==> src/rtl/accum4_sequencer.sv <==
`default_nettype none
// ============================================================================
//  Module      : accum4_sequencer (with full_adder leaf cell)
//  Description : Multi-cycle burst accumulator. Accepts LEN operands over a
//                valid/ready stream and feeds each one, together with the
//                running sum, through a structural ripple chain of full_adder
//                cells. Presents the final sum and a sticky overflow flag on
//                an output handshake.
//  Revision    : 1.0 - initial release
// ============================================================================

// ----------------------------------------------------------------------------
//  full_adder : single-bit full adder cell, one link of the ripple chain
// ----------------------------------------------------------------------------
module full_adder (
   input  logic i_a,
   input  logic i_b,
   input  logic i_cin,
   output logic o_s,
   output logic o_cout
);

   logic w_axb;

   assign w_axb  = i_a ^ i_b;
   assign o_s    = w_axb ^ i_cin;
   assign o_cout = (i_a & i_b) | (i_cin & w_axb);

endmodule

// ----------------------------------------------------------------------------
//  accum4_sequencer : IDLE -> ACCUM -> DONE burst accumulator
// ----------------------------------------------------------------------------
module accum4_sequencer #(
   parameter int WIDTH = 4,
   parameter int LEN_W = 3
) (
   input  logic             clk,
   input  logic             rst,
   input  logic             i_start,
   input  logic [LEN_W-1:0] i_len,
   input  logic             i_in_valid,
   output logic             o_in_ready,
   input  logic [WIDTH-1:0] i_in_data,
   output logic             o_out_valid,
   input  logic             i_out_ready,
   output logic [WIDTH-1:0] o_out_sum,
   output logic             o_out_carry,
   output logic             o_busy
);

   typedef enum logic [1:0] {
      S_IDLE  = 2'd0,
      S_ACCUM = 2'd1,
      S_DONE  = 2'd2
   } state_t;

   localparam logic [LEN_W-1:0] c_LEN_ONE  = LEN_W'(1);
   localparam logic [LEN_W-1:0] c_LEN_ZERO = '0;

   state_t           r_state;
   logic [WIDTH-1:0] r_acc;
   logic             r_carry;
   logic [LEN_W-1:0] r_remaining;
   logic             r_in_ready;
   logic             r_out_valid;
   logic [WIDTH-1:0] r_out_sum;
   logic             r_out_carry;
   logic             r_busy;

   // Ripple chain: carry enters at the LSB as 0, carry-out leaves the MSB.
   logic [WIDTH:0]   w_c;
   logic [WIDTH-1:0] w_sum;
   logic             w_cout;
   logic             w_beat;
   logic             w_carry_nxt;

   assign w_c[0] = 1'b0;

   generate
      for (genvar g = 0; g < WIDTH; g++) begin : g_ripple
         full_adder u_fa (
            .i_a    (r_acc[g]),
            .i_b    (i_in_data[g]),
            .i_cin  (w_c[g]),
            .o_s    (w_sum[g]),
            .o_cout (w_c[g+1])
         );
      end
   endgenerate

   assign w_cout      = w_c[WIDTH];
   assign w_beat      = i_in_valid & r_in_ready;
   assign w_carry_nxt = r_carry | w_cout;

   // State machine with registered handshake/result outputs; each output
   // register is loaded together with the state it belongs to.
   always_ff @(posedge clk or posedge rst) begin
      if (rst) begin
         r_state     <= S_IDLE;
         r_acc       <= '0;
         r_carry     <= 1'b0;
         r_remaining <= '0;
         r_in_ready  <= 1'b0;
         r_out_valid <= 1'b0;
         r_out_sum   <= '0;
         r_out_carry <= 1'b0;
         r_busy      <= 1'b0;
      end else begin
         case (r_state)
            S_IDLE: begin
               if (i_start) begin
                  r_acc       <= '0;
                  r_carry     <= 1'b0;
                  r_remaining <= i_len;
                  r_busy      <= 1'b1;
                  if (i_len != c_LEN_ZERO) begin
                     r_state    <= S_ACCUM;
                     r_in_ready <= 1'b1;
                  end else begin
                     // Empty burst: result is an immediate zero sum.
                     r_state     <= S_DONE;
                     r_out_valid <= 1'b1;
                     r_out_sum   <= '0;
                     r_out_carry <= 1'b0;
                  end
               end
            end

            S_ACCUM: begin
               if (w_beat) begin
                  r_acc       <= w_sum;
                  r_carry     <= w_carry_nxt;
                  r_remaining <= r_remaining - c_LEN_ONE;
                  if (r_remaining == c_LEN_ONE) begin
                     // Last operand: result goes out next cycle, taken
                     // straight from the adder so no extra stage is added.
                     r_state     <= S_DONE;
                     r_in_ready  <= 1'b0;
                     r_out_valid <= 1'b1;
                     r_out_sum   <= w_sum;
                     r_out_carry <= w_carry_nxt;
                  end
               end
            end

            S_DONE: begin
               if (i_out_ready) begin
                  r_state     <= S_IDLE;
                  r_out_valid <= 1'b0;
                  r_busy      <= 1'b0;
               end
            end

            default: begin
               r_state     <= S_IDLE;
               r_in_ready  <= 1'b0;
               r_out_valid <= 1'b0;
               r_busy      <= 1'b0;
            end
         endcase
      end
   end

   assign o_in_ready  = r_in_ready;
   assign o_out_valid = r_out_valid;
   assign o_out_sum   = r_out_sum;
   assign o_out_carry = r_out_carry;
   assign o_busy      = r_busy;

endmodule
`default_nettype wire

==> config.mk <==
export PLATFORM = sky130hd
export DESIGN_NAME = accum4_sequencer
export DESIGN_NICKNAME = d
export VERILOG_FILES = /design/src/rtl/accum4_sequencer.sv
export SDC_FILE = /design/constraint.sdc
export NUM_CORES = 1
export LEC_CHECK = 0
export BUFFER_PORTS_ARGS = -buffer_cell sky130_fd_sc_hd__buf_2
export CORE_MARGIN = 10
export CORE_UTILIZATION = 52
export DETAILED_ROUTE_END_ITERATION = 7
export PLACE_DENSITY = 0.77
export SLEW_MARGIN = 20
export SYNTH_ARGS = -nofsm -noshare
export SYNTH_HDL_FRONTEND = slang
export SYNTH_SLANG_ARGS = --single-unit
export TNS_END_PERCENT = 10
==> constraint.sdc <==
create_clock -name clk -period 2.7 [get_ports clk]
set_input_delay 0.54 -clock clk [delete_from_list [all_inputs] [get_ports clk]]
set_output_delay 0.54 -clock clk [all_outputs]
set_load 0.1 [all_outputs]
==> results of run 1 <==
==> cell usage in the layout (no fill, tap or decap), drive strengths merged, types with 2 or more instances in the layout <==
cell / instances
a22o: 6
mux2i: 6
nor2b: 2
o21ai: 4
dfrtp: 18
nor2: 2
a221oi: 2
clkbuf: 4
nand2: 10
ha: 3
inv: 13
fa: 3
and2: 2
buf: 19
==> path summary, 6_finish.rpt <==
path,startpoint,to,depth (start not counted)
worst min register to register,o_busy$_DFFE_PP0P_,o_busy$_DFFE_PP0P_,2
worst min-delay path,rst,o_out_sum[3]$_DFFE_PP0P_,2
worst max register to register,r_acc[0]$_DFFE_PP0P_,r_carry$_DFFE_PP0P_,8
min in group clk,i_out_ready,r_state[1]$_DFFE_PP0P_,4
worst max-delay path,r_acc[0]$_DFFE_PP0P_,r_carry$_DFFE_PP0P_,8
max in group asynchronous,rst,r_acc[1]$_DFFE_PP0P_,2
==> kinds of logic (layout without fill, tap and decap cells) <==
group | after synthesis | after routing | synth area share, %
DFF | 18 | 18 | 46.04
adders and majority gates | 6 | 6 | 9.975
AOI/OAI and AO/OA | 19 | 19 | 16.11
buffers and inverters | 17 | 36 | 7.672
muxes | 6 | 6 | 6.138
and+or+nand+nor | 25 | 25 | 14.07
==> critical path, stage by stage (launching register included) <==
cell and delay, ns:
dfrtp_1 0.39, ha_1 0.18, inv_1 0.06, fa_1 0.15, inv_1 0.05, fa_1 0.37
fa_1 0.38, and2_0 0.15, a22o_1 0.17
==> cells in the mapped netlist (2+ instances only) <==
library cell and number:
buf_2 3, a22o_1 6, a221oi_1 2, ha_1 3
nor2_1 2, fa_1 3, dfrtp_1 18, inv_1 13
nand2_1 10, and2_0 2, o21ai_0 4, mux2i_1 6
nor2b_1 2
==> flip-flops by register name, summed over array words and instances, names as in the netlist <==
signal / flops
o_out_sum: 4
r_acc: 4
r_remaining: 3
r_state: 2
o_busy: 1
o_in_ready: 1
o_out_carry: 1
o_out_valid: 1
r_carry: 1
==> cell type report <==
cell class	instances	share of cell area, %
clock buffer	4	3.255
inverter	13	4.377
multi-input combinational	56	40.63
sequential	18	40.40
tap	25	2.806
timing repair buffer	19	8.530
==> per-layer routing <==
metal	part of all wire [%]	wire, um	vias up
met3	4.8	97	4
met5	0	0	-
met2	49	984	15
met1	44	884	351
li1	-	-	348
met4	1.8	36	0
==> through the flow <==
step	setup WS, ns	hold WS [ns]	cells	utilization [%]	instance area (um^2)
floorplan	0.5867	0.4737	91	-	978.4
CTS	0.6786	0.3488	135	63.19	1115
global placement	0.4252	0.4575	131	61.13	1079
finish	0.6951	0.3216	135	63.19	1115
global route	0.5531	0.3467	135	63.19	1115
detailed placement	0.3948	0.4614	131	61.13	1079
==> impl_metrics.csv, run 1 <==
group,metric,value,unit
outcome,status,"completed",
critical_path,cp_data_required_time,2.89,ns
synth,netlist_area,978.4,um^2
place,io_buffers,19,
synth,ys_seq_elements,18,
timing,maxSlewViolCount,0,
global_route,antenna_found_initial,0,
clocking,cts_tree,"built",
place,place_congestion,0.7733,
timing,slew_headroom,53.57,%
floorplan,core-area,1764,um^2
job,cap_violations,0,
timing,min_period_over_period,74.26,%
routing,wire_per_inst,14.84,um
timing,max_freq,0.4988,GHz
floorplan,die_h,63.38,um
clocking,path_clk_slew,0.10,ns
clocking,numCtsBuffers,3,
global_route,grt_max_degree,19,
clocking,clock_latency,0.29,ns
final_layout,area_growth,13.94,%
clocking,cts_setup_buffers,0,
routing,routed_wl,2.003,mm
timing,worstMarginPinSlew,0.6951,ns
routing,firstDrtPassIters,4,
critical_path,start_kind,"flop",
synth,syn_nets,109,
timing,fin_crit,2.005,ns
floorplan,dieArea,4016,um^2
synth,yosysSeqAreaShare,46.04,%
clocking,holdBufCountCts,0,
synth,synth_top_cell_area_share,46.04,%
clocking,cts_num_sinks,18,
critical_path,rrSetupSlack,0.70,ns
critical_path,arrival,2.20,ns
timing,fin_skew,0.0009361,ns
synth,ys.flop_type,"dfrtp_1",
global_route,grt_overflow_total,0,
synth,synth_warnings,0,
critical_path,end_kind,"flop",
synth,synth_edf_count,0,
timing,finalHoldViolations,0,
critical_path,timing_worst_setup_path_type,"flop to flop",
timing,fin_tns_setup,0,ns
timing,setup_viol,0,
clocking,clock-root-buffer,"clkbuf_4",
global_route,grt_pass1_wl,3.450,mm
timing,rsz0062_at_grt,"no",
final_layout,drive_gt1_share,24.55,%
synth,yosys.area.top_type,"dfrtp_1",
routing,detail-route-antenna-nets,0,
clocking,cts_resized,0,
floorplan,start_util,55.46,%
global_route,use_met1,12.08,%
place,dpl.hpwl,1.557,mm
routing,vias,718,
final_layout,seq_area,450.4,um^2
routing,post-route-drc-count,0,
floorplan,placementRows,15,
final_layout,n_fill_cell,169,
global_route,use_met2,16.96,%
floorplan,die_w,63.38,um
global_route,track_usage,10.44,%
synth,synth.distinct_cells,30,
synth,synthArstFlopShare,100.0,%
routing,vias_per_cell,5.319,
synth,avgSynthCellArea,10.75,um^2
global_route,grt_busiest_layer,"met2",
final_layout,nets,129,
synth,synthCells,91,
critical_path,critPathMaxFanout,2,
clocking,cts_max_level,1,
hold_path,hold_class,"input port to async pin",
synth,synth.top_cells.by_area,"dfrtp_1, fa_1, mux2i_1",
final_layout,multi_input_area,452.9,um^2
global_route,grt_util_met3,3.357,%
final_layout,antenna_cells,0,
global_route,grt_pass1_vias,733,
routing,drtIter0Drc,20,
floorplan,pin_count,20,
clocking,clockBufferDepth,2,
Power of run 1 is not shown: default switching activity piles up to over one toggle a cycle in this logic, so the estimate is an artifact.
==> run 2, diff against run 1 <==
==> constraint.sdc (replaced) <==
create_clock -name clk -period 1.85 [get_ports clk]
set_input_delay 0.37 -clock clk [delete_from_list [all_inputs] [get_ports clk]]
set_output_delay 0.37 -clock clk [all_outputs]
set_load 0.1 [all_outputs]
==> impl_metrics.csv, run 2 (synthesis gave the netlist of run 1 again) <==
group,metric,value,unit
timing,max_freq,0.5134,GHz
timing,fin_skew,0.0007531,ns
timing,worstMarginPinSlew,0.6339,ns
final_layout,antenna_cells,0,
critical_path,slowest_stage,"fa_2",
critical_path,slowest_delay,0.44,ns
pwr,power.total,0.002231,W
clocking,clockBufferDepth,2,
critical_path,cp_data_required_time,2.03,ns
global_route,track_usage,10.81,%
global_route,antenna_found_initial,0,
critical_path,arrival,2.13,ns
critical_path,timing_worst_setup_path_type,"flop to flop",
global_route,grt_max_degree,19,
place,io_buffers,19,
floorplan,start_util,55.46,%
routing,vias_per_cell,5.248,
floorplan,pin_count,20,
final_layout,drive_gt1_share,30.36,%
final_layout,area_growth,15.86,%
critical_path,start_kind,"flop",
final_layout,final_cell_mix,"buf_2, dfrtp_1, inv_1, nand2_1",
pwr,p_per_area,1968,nW/um^2
clocking,holdBufCountCts,0,
clocking,cts_max_level,1,
timing,slew_headroom,57.69,%
critical_path,path_common_cell,"fa_2",
global_route,use_met1,12.32,%
clocking,clock-root-buffer,"clkbuf_4",
routing,drtIter0Drc,25,
final_layout,nets,132,
clocking,cts_num_sinks,18,
timing,setup_viol,3,
final_layout,final_util,64.26,%
floorplan,dieArea,4016,um^2
floorplan,placementRows,15,
critical_path,path_cells,"ha_2 -> inv_2 -> fa_1 -> inv_1 -> fa_2 -> fa_2 -> a22o_1",
critical_path,end_kind,"flop",
outcome,status,"finished, violations left",
global_route,grt_overflow_total,0,
routing,wire_per_inst,14.99,um
place,dpl.hpwl,1.674,mm
clocking,clock_latency,0.28,ns
final_layout,final_common_cell,"buf_2",
global_route,grt_pass1_vias,775,
global_route,use_met2,18.47,%
floorplan,core-area,1764,um^2
critical_path,rrSetupSlack,-0.1,ns
routing,detail-route-antenna-nets,0,
critical_path,critPathMaxFanout,2,
global_route,grt_util_met3,3.887,%
timing,finalHoldViolations,0,
global_route,grt_busiest_layer,"met2",
floorplan,die_w,63.38,um
clocking,path_clk_slew,0.09,ns
outcome,failed_checks,"negative setup slack",
hold_path,hold_class,"input port to async pin",
clocking,cts_tree,"built",
timing,rsz0062_at_grt,"yes",
pwr,p_leak,0.5726,nW
timing,maxSlewViolCount,0,
global_route,grt_pass1_wl,3.560,mm
routing,vias,719,
routing,firstDrtPassIters,4,
timing,fin_crit,1.948,ns
job,cap_violations,0,
pwr,ir_drop,1185,uV
floorplan,die_h,63.38,um
place,place_congestion,0.7921,
routing,post-route-drc-count,0,
routing,routed_wl,2.053,mm
timing,min_period_over_period,105.3,%
timing,fin_ws,-0.09783,ns
clocking,numCtsBuffers,3,
[run 2: changes by cell type in the layout (fill, tap and decap cells not counted), sizes merged]
cell | before | now
buf | 19 | 22
clkbuf | 4 | 3
[run 2: per-stage QoR]
| stage | hold WS, ns | setup TNS, ns | setup slack [ns] | cell area (um^2) | instances |
|---|---|---|---|---|---|
| floorplan | 0.3086 | -0.1763 | -0.03426 | 983.4 | 91 |
| global placement | 0.4602 | -0.5300 | -0.1898 | 1091 | 132 |
| global route | 0.1979 | -0.6133 | -0.2064 | 1134 | 137 |
| detailed placement | 0.4740 | -0.6453 | -0.2062 | 1091 | 132 |
| CTS | 0.1753 | -0.3476 | -0.1292 | 1124 | 136 |
| finish | 0.1495 | -0.2464 | -0.09783 | 1134 | 137 |
[run 2: final timing paths]
kind                                       from                    endpoint  cells after the start
setup / recovery           r_acc[0]$_DFFE_PP0P_    o_out_sum[3]$_DFFE_PP0P_                      7
hold / removal                              rst          o_busy$_DFFE_PP0P_                      2
setup reg to reg           r_acc[0]$_DFFE_PP0P_    o_out_sum[3]$_DFFE_PP0P_                      7
hold reg to reg              o_busy$_DFFE_PP0P_          o_busy$_DFFE_PP0P_                      2
max in group asynchronous                   rst  r_remaining[1]$_DFFE_PP0P_                      2
min in group clk                    i_out_ready      r_state[1]$_DFFE_PP0P_                      4
[run 2: cell type report]
class,count,area (um^2)
Clock buffer,3,22.52
Fill cell,168,630.6
Inverter,13,48.80
Multi-Input combinational cell,56,462.9
Sequential cell,18,450.4
Tap cell,25,31.28
Timing Repair Buffer,22,117.6
[run 2: power breakdown]
group / switching (W) / total, W / internal [W]
clock network: 0.000109 / 0.000185 / 0.0000757
registers: 0.000130 / 0.000694 / 0.000563
logic: 0.000928 / 0.00135 / 0.000424
[run 2: critical path: cells and delay by family (launching register included)]
kind	cells	cell delay, ns
AO/OA/AOI/OAI	1	0.22
adder cells (fa/ha/maj)	4	1.15
buffers and inverters	2	0.11
flip-flops	1	0.37
[run 2: metal layers]
layer / wire [um] / part of all wire (%) / up-vias
met5: 0 / 0 / -
met1: 861 / 42 / 343
li1: - / - / 353
met4: 20 / 0.97 / 0
met2: 1068 / 52 / 19
met3: 104 / 5.1 / 4
[run 2: timing repair]
action	CTS	global route
endpoints found under the setup margin	3	5
resized for setup	1	3
setup buffers	1	1
Note: power is estimated with default switching activity, not from simulation.
